===== config.mk =====
export PLATFORM = sky130hd
export DESIGN_NAME = forward_hazard_ctrl
export DESIGN_NICKNAME = d
export VERILOG_FILES = /design/src/rtl/forward_hazard_ctrl.sv
export SDC_FILE = /design/constraint.sdc
export NUM_CORES = 1
export LEC_CHECK = 0
export CAP_MARGIN = 0
export CORE_MARGIN = 4
export CORE_UTILIZATION = 51
export DETAILED_ROUTE_END_ITERATION = 7
export PLACE_DENSITY = 0.87
export SLEW_MARGIN = 20
export SYNTH_ARGS = -nofsm -noshare
export SYNTH_HDL_FRONTEND = slang
export SYNTH_SLANG_ARGS = --single-unit

===== constraint.sdc =====
create_clock -name clk -period 3.02 [get_ports clk]
set_clock_uncertainty 0.15 [all_clocks]
set_input_delay 0.604 -clock clk [delete_from_list [all_inputs] [get_ports clk]]
set_output_delay 0.604 -clock clk [all_outputs]
set_load 0.05 [all_outputs]

===== src/rtl/forward_hazard_ctrl.sv =====
// forward_hazard_ctrl: EX operand forwarding selects (0 decode, 1 mem, 2 wb), load-use stall/bubble, saturating stall counter; ports: clk, rst, pipe_freeze, flush_id, id_* in, reg1_sel/reg2_sel/ST_reg_sel, stall_ifid, bubble_ex, stall_count out
module forward_hazard_ctrl #(
  parameter int REG_ADDR_W = 4,
  parameter int CNT_W = 32,
  parameter bit ZERO_REG = 1'b1
) (
  input  logic                  clk,
  input  logic                  rst,
  input  logic                  pipe_freeze,
  input  logic                  flush_id,
  input  logic                  id_valid,
  input  logic [REG_ADDR_W-1:0] id_rs1,
  input  logic [REG_ADDR_W-1:0] id_rs2,
  input  logic [REG_ADDR_W-1:0] id_rst,
  input  logic                  id_rs1_used,
  input  logic                  id_rs2_used,
  input  logic                  id_st_used,
  input  logic [REG_ADDR_W-1:0] id_rd,
  input  logic                  id_we,
  input  logic                  id_is_load,
  output logic [1:0]            reg1_sel,
  output logic [1:0]            reg2_sel,
  output logic [1:0]            ST_reg_sel,
  output logic                  stall_ifid,
  output logic                  bubble_ex,
  output logic [CNT_W-1:0]      stall_count
);
  logic ex_v, ex_we, ex_ld, mem_v, mem_we, mem_ld, ex_w, mem_w, hazard;
  logic [REG_ADDR_W-1:0] ex_rd, mem_rd;
  logic [REG_ADDR_W+2:0] wb_unused;
  logic [2:0][REG_ADDR_W-1:0] src;
  logic [2:0] used, ex_hit, mem_hit;
  logic [2:0][1:0] sel_n, sel;
  assign src = {id_rst, id_rs2, id_rs1};
  assign used = {id_st_used, id_rs2_used, id_rs1_used};
  assign ex_w = ex_v && ex_we && !(ZERO_REG && ex_rd == '0);
  assign mem_w = mem_v && mem_we && !(ZERO_REG && mem_rd == '0);
  genvar i;
  for (i = 0; i < 3; i++) begin : g_op
    assign ex_hit[i] = used[i] && ex_w && ex_rd == src[i];
    assign mem_hit[i] = used[i] && mem_w && mem_rd == src[i];
    assign sel_n[i] = (ex_hit[i] && !ex_ld) ? 2'd1 : mem_hit[i] ? 2'd2 : 2'd0;
  end
  assign hazard = id_valid && !flush_id && ex_ld && |ex_hit;
  assign stall_ifid = !rst && !pipe_freeze && hazard;
  assign bubble_ex = !rst && !pipe_freeze && (hazard || flush_id);
  assign reg1_sel = sel[0];
  assign reg2_sel = sel[1];
  assign ST_reg_sel = sel[2];
  always_ff @(posedge clk) begin
    if (rst) begin
      ex_v <= 1'b0;
      ex_rd <= '0;
      ex_we <= 1'b0;
      ex_ld <= 1'b0;
      mem_v <= 1'b0;
      mem_rd <= '0;
      mem_we <= 1'b0;
      mem_ld <= 1'b0;
      wb_unused <= '0;
      sel <= '0;
      stall_count <= '0;
    end else if (!pipe_freeze) begin
      wb_unused <= {mem_v, mem_rd, mem_we, mem_ld};
      mem_v <= ex_v;
      mem_rd <= ex_rd;
      mem_we <= ex_we;
      mem_ld <= ex_ld;
      ex_v <= id_valid && !bubble_ex;
      ex_rd <= id_rd;
      ex_we <= id_we;
      ex_ld <= id_is_load;
      sel <= bubble_ex ? '0 : sel_n;
      if (stall_ifid && stall_count != '1) stall_count <= stall_count + CNT_W'(1);
    end
  end
endmodule


[Yosys cells after proc, flatten, opt, wreduce, memory -nomap -nowiden]
Cells that the tools add are included.
Cells by class
  $add $sub $neg: 1
  equality and inequality tests: 7
  multiplexer cells: 7
  bitwise operators: 1
  reduce and logical (&&, ||, !) cells: 39
Operators with widths (count)
  32-bit by 1-bit adder with 32-bit output, second input constant: 1
  32-bit != test, second input constant: 1
  1-bit logical AND: 27
  4-bit == test: 6
  2-bit two-way mux: 6
  4-bit zero test: 2
  1-bit zero test: 7
  6-bit two-way mux: 1
  3-bit OR reduction: 1
  2-bit AND reduction: 1
  1-bit logical OR: 1
  1-bit NOT: 1
Storage, ports and cells
  register bits: 51
  bits of input ports: 26
  output and inout bits: 40

[Logic depth before layout (Yosys ltp)]
  depth in word-level cells: 11
  depth in mapped cells: 9
  mapped depth without buffers: 6

[Least setup slack after synthesis]
Ideal clock, no wire load.
  path kind: input -> output
  start point: in pipe_freeze
  end point: out bubble_ex
  arrival: 1.936 ns
  path slack: 0.330 ns
  stages: 5
  buffers on the path: 1
  cell sequence: nor4b_1 and4_4 buf_6 o31a_4 a21o_1
Between the ends
  word-level cells in the longest chain between the ends: 3
Ends and longest elaborated chain
  start: declaration: line 9  | input logic pipe_freeze,
  1-bit zero test
  1-bit logical AND (2 in series): line 46  | assign bubble_ex = !rst && !pipe_freeze && (hazard || flush_id);
  end: declaration: line 25  | output logic bubble_ex,
No other way between the ends.

[Worst setup path after layout]
  start point: in id_rs2[3]
  end point: out bubble_ex
Between the ends
  word-level cells in the longest chain between the ends: 6
Ends and longest elaborated chain
  start: declaration: line 13  | input logic [REG_ADDR_W-1:0] id_rs2,
  4-bit == test: line 40  | assign ex_hit[i] = used[i] && ex_w && ex_rd == src[i];
  1-bit logical AND: line 40
  3-bit OR reduction: line 44  | assign hazard = id_valid && !flush_id && ex_ld && |ex_hit;
  1-bit logical AND: line 44
  1-bit logical OR: line 46
  1-bit logical AND: line 46
No other way between the ends.

==> metrics <==
status finished, final reports clean; worst r2r dst stall_count[5]; synth unique cells between 40 and 50; WL/cell 14.75 um; EDFF count, synth 0; Final Max Slew Viols 0; Area growth syn-to-layout 29.52%; Comb power frac 0.119; worst skew pair latency between 0.3 and 0.4 ns; IO Port Bufs 65; Slew @ Worst Pin 0.6245 ns; internal power a little over 0.9 mW; Max clock buf depth 2; Data arrival, critical path approximately 2.2 ns; CP Max Fanout 5; H-tree depth 2; crit path from id_rs2[3]; largest net degree at the start of global routing around 70; final wirelength 7.141 mm; worst reg2reg setup slack 0.47 ns; Setup CP Type in2out; switching share of power 0.2593; Leak roughly 1.4 nW; first-pass detailed-route iteration total 4; worst-case reg-to-reg path depth 7; max_cap viols 0; final hold viol count 0; global-route wire length before repair 11.91 mm; min-delay src reg2_sel[1]; Hold Crit Class reg2reg; register area share after synthesis 0.3442; Root Buffer clkbuf_8; DIE AREA between 7000 and 8000 um2; VDD IR-drop max between 0.2 and 0.3 mV; Synth Net Count 377; most common flop cell mapped by yosys dfxtp_1; ANT nets after route 0; Post-DP Area 3740 um2; vias in the first global route approximately 2700; die height 84.27 um; Final nets approximately 440; CTS tree done; Critical Path Start Type primary input; synthesized area slightly below 3000 um2; hold path endpoint reg2_sel[1]; core area ~5600 um2; Sw Pwr 0.3197 mW; area used by multi-input combinational logic between 1500 and 2000 um2; GPL Wtd Cong ~0.84; die width approximately 84 um; worst r2r src stall_count[12]; YS warnings 0; Post-CTS Setup Bufs 0; dpl cells between 400 and 500; min Tclk post-route between 2 and 3 ns; # diodes 0; gr usage total 0.1975; CTS Buf Count 5; DP HPWL between 5 and 6 mm; Post-route DRC 0; vias per inst slightly below 6; Yosys reg bits 51; TritonCTS Sinks 51; register share of total power 0.563; P per Cell Area ~320 nW/um2; fillers ~440; Vias about 2800; async set-reset flop share out of synthesis 0; Initial Util 0.5322; worst hold stages 2; IO Pins between 60 and 70; final period utilization 0.9855; Clock Pin Slew Worst Setup and Hold Paths 0.10 ns; Reg area around 1000 um2; element type at the critical path end primary output; Data required, critical path ~2.3 ns; RSZ-0062 raised after global routing no; mean post-synth cell area roughly 8.5 um2; final instance area between 3000 and 4000 um2; instance count of the mapped netlist 350; share of layout cells above drive strength 1 0.1262; total gr overflow 0; initial drt markers ~130; Worst slew margin 0.5837; # setup viols final 0; antenna violations before repair 0; Fmax roughly 0.34 GHz; clock power share 0.318; number of core rows 27; non-filler cells, final 484
==> metrics by stage <==
step	setup TNS (ns)	total power, mW	setup slack (ns)	hold WS (ns)	utilization
2_1_floorplan	0	0.7952	0.3295	0.3044	-
3_3_place_gp	0	0.8512	0.006163	0.2895	0.6709
3_5_place_dp	-0.1667	0.8559	-0.04063	0.2974	0.6709
4_1_cts	0	1.245	0.006532	0.3103	0.6871
5_1_grt	0	1.285	0.01422	0.3419	0.6893
6_report	0	1.233	0.04370	0.3093	0.6893
==> per-layer routing <==
metal  vias up  global-route usage  share of wire
met5         -                   0              0
met4         0             0.05702          0.011
met3         8             0.04024          0.052
met2        79              0.3558           0.50
met1      1336              0.2356           0.43
li1       1388                   -              -
==> synthesized netlist by cell type, types with 3 or more instances <==
cell      number  area [um2]
o21ai_1        3       15.01
xor2_1        18       157.7
nor2b_1       17       106.4
nor4_1        16       100.1
or4_1          5       37.54
clkbuf_1      11       41.29
mux2_1         6       67.56
xnor2_1        6       52.55
dfxtp_1       51        1021
a21oi_1       13       65.06
mux2i_1       12       120.1
buf_2          8       40.04
and3_1         6       37.54
nand4_1       19       118.9
inv_1          4       15.01
buf_1          4       15.01
nor3_1         7       35.03
o31ai_1        5       37.54
o31a_1         4       35.03
and2_1         3       18.77
mux2_2        11       123.9
nand3_1        7       35.03
and4_1         6       52.55
nor2_1        37       138.9
o21ba_2        4       40.04
o21ai_0        5       25.02
or3_1          4       25.02
nor4_2         4       50.05
nand3b_1       4       30.03
nand2_1       29       108.9
==> how the worst max path moves through the flow <==
stage	to	slack, ns	cells after the start
after global placement	stall_count[27]	0.006	8
after CTS	bubble_ex	0.007	7
after detailed placement	stall_count[14]	-0.04	8
final	bubble_ex	0.04	7
after global routing	bubble_ex	0.01	7
after floorplan	bubble_ex	0.33	5
==> critical path, stage by stage <==
cell	delay, ns
clkdlybuf4s50_1	0.55
xor2_1	0.22
nor4_2	0.07
buf_4	0.16
o31a_4	0.28
a21o_1	0.18
buf_12	0.15
==> layout by cell type, fill, tap and decap left out, drive strengths merged, types with 17 or more instances in the layout <==
| master | n |
|---|---|
| xor2 | 18 |
| dfxtp | 51 |
| nor2 | 37 |
| nand2 | 29 |
| buf | 19 |
| clkdlybuf4s50 | 57 |
| nand4 | 19 |
| mux2 | 17 |
| nor4 | 20 |
| nor2b | 17 |
==> layout make-up <==
cell class | count | share of cell area
inverter | 4 | 0.003908
clock buffer | 5 | 0.01791
timing repair buffer | 81 | 0.2143
sequential | 51 | 0.2657
clock inverter | 3 | 0.003908
multi-input combinational | 268 | 0.4709
tap | 72 | 0.02345
==> flip-flops by register name, indices dropped and copies added (netlist names) <==
| register | cells |
|---|---|
| stall_count | 32 |
| ex_rd | 4 |
| mem_rd | 4 |
| ST_reg_sel | 2 |
| reg1_sel | 2 |
| reg2_sel | 2 |
| ex_ld | 1 |
| ex_v | 1 |
| ex_we | 1 |
| mem_v | 1 |
| mem_we | 1 |
==> power groups by stage <==
stage	sequential (mW)	clock, mW	combinational [mW]
after floorplan	0.699	0	0.0964
after global placement	0.709	0	0.142
after detailed placement	0.709	0	0.146
after CTS	0.694	0.403	0.148
after global routing	0.696	0.429	0.160
final	0.694	0.392	0.147
==> what timing repair did <==
item	in CTS	in global routing
pin swaps	0	1
gates resized for setup	1	5
endpoints found under the setup margin	2	2
hold buffers	0	0
==> kinds of logic after synthesis <==
group                    after synthesis  share of synthesized area
AND/OR/NAND/NOR                      173                     0.3302
flip-flops                            51                     0.3442
AO/OA/AOI/OAI                         41                    0.09532
buffers and inverters                 31                    0.05019
multiplexers                          29                     0.1050
XOR/XNOR                              24                    0.07086
adder cells (fa/ha/maj)                1                   0.004217
(Power assumes the default switching activity.)
